[config.mk]
export PLATFORM = sky130hd
export DESIGN_NAME = seq_shifter_flat
export DESIGN_NICKNAME = d
export VERILOG_FILES = /design/src/rtl/seq_shifter_if.sv /design/src/rtl/seq_shifter.sv /design/src/flat_wrapper.sv
export SDC_FILE = /design/constraint.sdc
export NUM_CORES = 1
export LEC_CHECK = 0
export CORE_UTILIZATION = 34
export CTS_CLUSTER_DIAMETER = 30
export DETAILED_ROUTE_END_ITERATION = 10
export MAX_ROUTING_LAYER = met4
export PLACE_DENSITY = 0.62
export SETUP_SLACK_MARGIN = 0.5
export SLEW_MARGIN = 20
export SYNTH_ARGS = -nofsm -noshare
export SYNTH_HDL_FRONTEND = slang
export SYNTH_SLANG_ARGS = --single-unit
[constraint.sdc]
create_clock -name clk -period 3.02 [get_ports clk]
set_input_delay 0.453 -clock clk [delete_from_list [all_inputs] [get_ports clk]]
set_output_delay 0.453 -clock clk [all_outputs]
set_load 0.1 [all_outputs]
[src/rtl/seq_shifter_if.sv]
// Start/done handshake bundle for the multi-cycle shifter.
interface seq_shifter_if #(
  parameter int N = 32
);
  localparam int SW = $clog2(N);

  logic          start;
  logic [1:0]    op;
  logic [N-1:0]  a;
  logic [SW-1:0] shamt;
  logic          busy;
  logic          done;
  logic [N-1:0]  result;
  logic          zero;

  modport master (output start, op, a, shamt, input busy, done, result, zero);
  modport slave  (input start, op, a, shamt, output busy, done, result, zero);
endinterface

[src/rtl/seq_shifter.sv]
// Multi-cycle SLL/SRL/SRA(/ROR) unit, at most STEP bit positions per clock.
// Define SEQ_SHIFTER_ROTATE_EN for rotate-right on op=11; otherwise op=11 is SRL.
module seq_shifter #(
  parameter int N    = 32,
  parameter int STEP = 4
) (
  input  logic          clk,
  input  logic          rst,
  seq_shifter_if.slave  bus
);
  localparam int SW = $clog2(N);

  typedef enum logic [1:0] {IDLE, SHIFT, DONE} state_t;

  state_t        state;
  logic [N-1:0]  wr;
  logic [N-1:0]  res;
  logic [SW-1:0] rem;
  logic [1:0]    opr;
  logic          busy_q;
  logic          done_q;
  logic [SW-1:0] k;
  logic [N-1:0]  wr_sh;

  // rem never exceeds N-1, so k always fits in SW bits even when STEP==N
  always_comb begin
    k = rem;
    if (int'(rem) >= STEP) k = SW'(STEP);
  end

  always_comb begin
    wr_sh = wr >> k;
    case (opr)
      2'b00:   wr_sh = wr << k;
      2'b10:   wr_sh = $signed(wr) >>> k;
`ifdef SEQ_SHIFTER_ROTATE_EN
      2'b11:   wr_sh = (wr >> k) | (wr << (N - int'(k)));
`endif
      default: wr_sh = wr >> k;
    endcase
  end

  always_ff @(posedge clk or posedge rst) begin
    if (rst) begin
      state  <= IDLE;
      wr     <= '0;
      res    <= '0;
      rem    <= '0;
      opr    <= '0;
      busy_q <= 1'b0;
      done_q <= 1'b0;
    end else begin
      done_q <= 1'b0;
      case (state)
        IDLE, DONE: begin
          if (state == DONE) begin
            res    <= wr;
            done_q <= 1'b1;
          end
          // DONE accepts a new request just like IDLE, giving back-to-back issue
          if (bus.start) begin
            wr     <= bus.a;
            rem    <= bus.shamt;
            opr    <= bus.op;
            state  <= (bus.shamt != '0) ? SHIFT : DONE;
            busy_q <= (bus.shamt != '0);
          end else begin
            state  <= IDLE;
            busy_q <= 1'b0;
          end
        end
        SHIFT: begin
          wr  <= wr_sh;
          rem <= rem - k;
          if (rem == k) begin
            state  <= DONE;
            busy_q <= 1'b0;
          end
        end
        default: begin
          state  <= IDLE;
          busy_q <= 1'b0;
        end
      endcase
    end
  end

  assign bus.busy   = busy_q;
  assign bus.done   = done_q;
  assign bus.result = res;
  assign bus.zero   = (res == '0);
endmodule
[src/flat_wrapper.sv]
// flat-port wrapper written by rule: the top's interface ports become plain ports
module seq_shifter_flat 
#(
  parameter int N    = 32,
  parameter int STEP = 4
)
  (clk, rst, bus_start, bus_op, bus_a, bus_shamt, bus_busy, bus_done, bus_result, bus_zero);
  seq_shifter_if #(.N(N)) bus_i ();
  input  logic clk;
  input  logic rst;
  input wire logic [$bits(bus_i.start)-1:0] bus_start;
  input wire logic [$bits(bus_i.op)-1:0] bus_op;
  input wire logic [$bits(bus_i.a)-1:0] bus_a;
  input wire logic [$bits(bus_i.shamt)-1:0] bus_shamt;
  output wire logic [$bits(bus_i.busy)-1:0] bus_busy;
  output wire logic [$bits(bus_i.done)-1:0] bus_done;
  output wire logic [$bits(bus_i.result)-1:0] bus_result;
  output wire logic [$bits(bus_i.zero)-1:0] bus_zero;
  assign bus_i.start = bus_start;
  assign bus_i.op = bus_op;
  assign bus_i.a = bus_a;
  assign bus_i.shamt = bus_shamt;
  assign bus_busy = bus_i.busy;
  assign bus_done = bus_i.done;
  assign bus_result = bus_i.result;
  assign bus_zero = bus_i.zero;
  seq_shifter #(.N(N), .STEP(STEP)) u_core (.clk(clk), .rst(rst), .bus(bus_i));
endmodule
==> flow_summary.ini <==
[status]
status = completed

[setup_path]
slowest_stage = or4b_1
arrival_ps = 2580
crit_family = compound AO/OA/AOI/OAI gates
crit_chain = buf_4 > or4b_1 > buf_4 > a221oi_2 > a31oi_1 > a221oi_1 > o21ai_1
crit_path_frequent_cell = buf_4
crit_path_max_incr_delay_ps = 530
critical_path_buf_inv_count = 2
worstSetupPathType = flop to flop
cp-end-kind = flop
required_ps = 3260
start_kind = flop
cp_max_fo = 38

[detailed_routing]
firstDrtPassIters = 6
wl_met1_mm = 8.86
via_per_inst = 6.31
wl_mm = 20.9
vias = 5885
ant_nets = 0
dr_wl_met3_mm = 1.85
first_iter_violations = 778
drcViolationCount = 0
wire_per_inst_um = 22.4
wl_met2_mm = 9.49
top_layer = met4

[sta]
period_share_pct = 77.7
fin_tns_setup_ps = 0
hold_ws_ps = 486
tightest_slew_ps = 859
final_max_slew_viol_count = 0
slew_headroom_pct = 41.3
rsz0062_at_grt = no
hold_violations = 0
min_period_ps = 2350
fmax_mhz = 426
final-setup-viol-count = 0
skew_ps = 7.87

[cts]
cts_sinks = 75
ctsHtreeMaxLevel = 3
ctsHoldBuffers = 0
numCtsBuffers = 9
ctsRootBufferMaster = clkbuf_16
clk_pin_slew_worst_paths_ps = 60
clkLatencyLatePin_ps = 350
cts_tree = built
clk_path_buf_depth = 2

[final_layout]
num_antenna_cells = 0
syn_to_final_growth_pct = 21.5
drive_gt1_share_pct = 21.2
fin_util_pct = 42.2
layout.nets = 750

[logic_synthesis]
synth-compound-area-share_pct = 24.5
synth_fa_ha_area_share_pct = 0.218
ys_ff_latch = 75
syn_area_um2 = 5740
ys_types = 60
yosys_warnings = 0
synthMuxAreaShare_pct = 17.4
synth-xor-area-share_pct = 0
yosys_most_used_dff = dfrtp_1
synth_top_family_by_area = compound AO/OA/AOI/OAI gates
synthSimpleGateAreaFrac_pct = 18.3
synth_edf_count = 0
syn_nets = 723
synth_cells = 680
ys_seq_area_share_pct = 32.7
synth.avg_cell_area_um2 = 8.44
synthArstFlopShare_pct = 100

[die]
die_x_um = 132
die_height_um = 132
dieArea_um2 = 17400
io_pins = 77
fp.coreArea_um2 = 16500
rows = 47
start_util_pct = 34.7

[place]
dp_hpwl_mm = 13.8
port_buffers = 76
globalplace.congestion = 0.948

[global_routing]
grtUsageTotal_pct = 25.1
first_global_vias = 5697
grt_overflow = 0
grt_pass1_wl_mm = 33.1
grt_max_degree = 76
antenna_found_initial = 0

[min_path]
hold_class = flop to flop

[job]
drv_cap = 0
[worst register-to-register path: stages, from the launching register on]
cell	delay [ps]
dfrtp_1	380
buf_4	200
or4b_1	530
buf_4	290
a221oi_2	230
a31oi_1	90
a221oi_1	430
o21ai_1	90
[flip-flops by register name, summed over array words and instances, names as in the netlist]
signal             count
u_core.opr             2
u_core.wr             32
u_core.rem             5
u_core.bus.busy        1
u_core.bus.done        1
u_core.bus.result     32
u_core.state           2
[layer usage]
| layer | vias to the layer above | GRT usage, % |
|---|---|---|
| met5 | - | - |
| met4 | 0 | 10.6 |
| met3 | 61 | 4.27 |
| met2 | 335 | 37.0 |
| met1 | 2890 | 33.8 |
| li1 | 2599 | - |
[synth_stat cells, types with 4 or more instances]
cell       number  area [µm²]
nand2_1       114         428
dfrtp_1        75        1880
clkbuf_1       63         236
a21oi_1        54         270
mux2_2         40         450
mux2i_1        33         330
nor2_1         24        90.1
nand3_1        21         105
a221oi_1       20         175
o21ai_0        20         100
buf_2          16        80.1
a211oi_1       14         105
o211ai_1       14         105
a31oi_1        13        81.3
nor4_1         12        75.1
o21ai_1        11        55.1
nor3_1         10        50.1
mux4_2          9         203
and3_1          8        50.1
buf_1           8        30.0
a2111oi_0       7        61.3
a22oi_1         7        52.6
nor2b_1         6        37.5
o31ai_1         6        45.0
a221o_1         5        50.1
a32oi_1         5        43.8
a222oi_1        4        40.0
inv_1           4        15.0
nand4_1         4        25.0
[final timing paths]
path	end	slack [ps]	cells past startpoint	startpoint
setup / recovery	u_core.wr[26]	670	7	u_core.rem[2]
hold / removal	u_core.bus.busy	490	1	u_core.bus.busy
setup reg to reg	u_core.wr[26]	670	7	u_core.rem[2]
hold reg to reg	u_core.bus.busy	490	1	u_core.bus.busy
max in group asynchronous	u_core.rem[1]	2160	3	rst
min in group asynchronous	u_core.bus.result[15]	520	3	rst
[cells in the final DEF, fill, tap and decap left out, types with 13 or more instances in the layout]
cell,netlist,layout
nand2_1,114,114
dfrtp_1,75,72
buf_4,1,63
a21oi_1,54,53
clkdlybuf4s50_1,0,41
mux2_2,40,40
mux2i_1,33,33
nor2_1,24,23
nand3_1,21,21
a221oi_1,20,20
o21ai_0,20,20
a211oi_1,14,14
o211ai_1,14,14
a31oi_1,13,13
[kinds of logic after synthesis]
| kind of cell | count (synthesis) |
|---|---|
| AO/OA/AOI/OAI | 205 |
| multiplexers | 83 |
| flip-flops | 75 |
| other | 1 |
| AND/OR/NAND/NOR | 221 |
| buffers and inverters | 94 |
| adder cells (fa/ha/maj) | 1 |
[metrics by stage]
step           instance area (µm²)  worst slack [ps]  instances
2_1_floorplan                 5740               501        680
3_3_place_gp                  6580               695        916
3_5_place_dp                  6580               592        916
4_1_cts                       6960               538        932
5_1_grt                       6970               567        932
6_report                      6970               672        932
[what timing repair did]
| item | in CTS | in global routing |
|---|---|---|
| resized for setup | 0 | 6 |
| buffers inserted | 0 | 0 |
| endpoints found under the setup margin | 0 | 2 |
[final cells by class]
| type | count | area [µm²] |
|---|---|---|
| clock inverters | 6 | 134 |
| fillers | 1600 | 9550 |
| flip-flops and latches | 75 | 1880 |
| repair buffers | 106 | 923 |
| inverters | 4 | 15.0 |
| clock buffers | 10 | 239 |
| multi-input cells | 511 | 3500 |
| well taps | 220 | 275 |
Power is left out: the tool's default activity adds up to more than one toggle a clock period on the data nets, which glitch-free logic cannot reach.
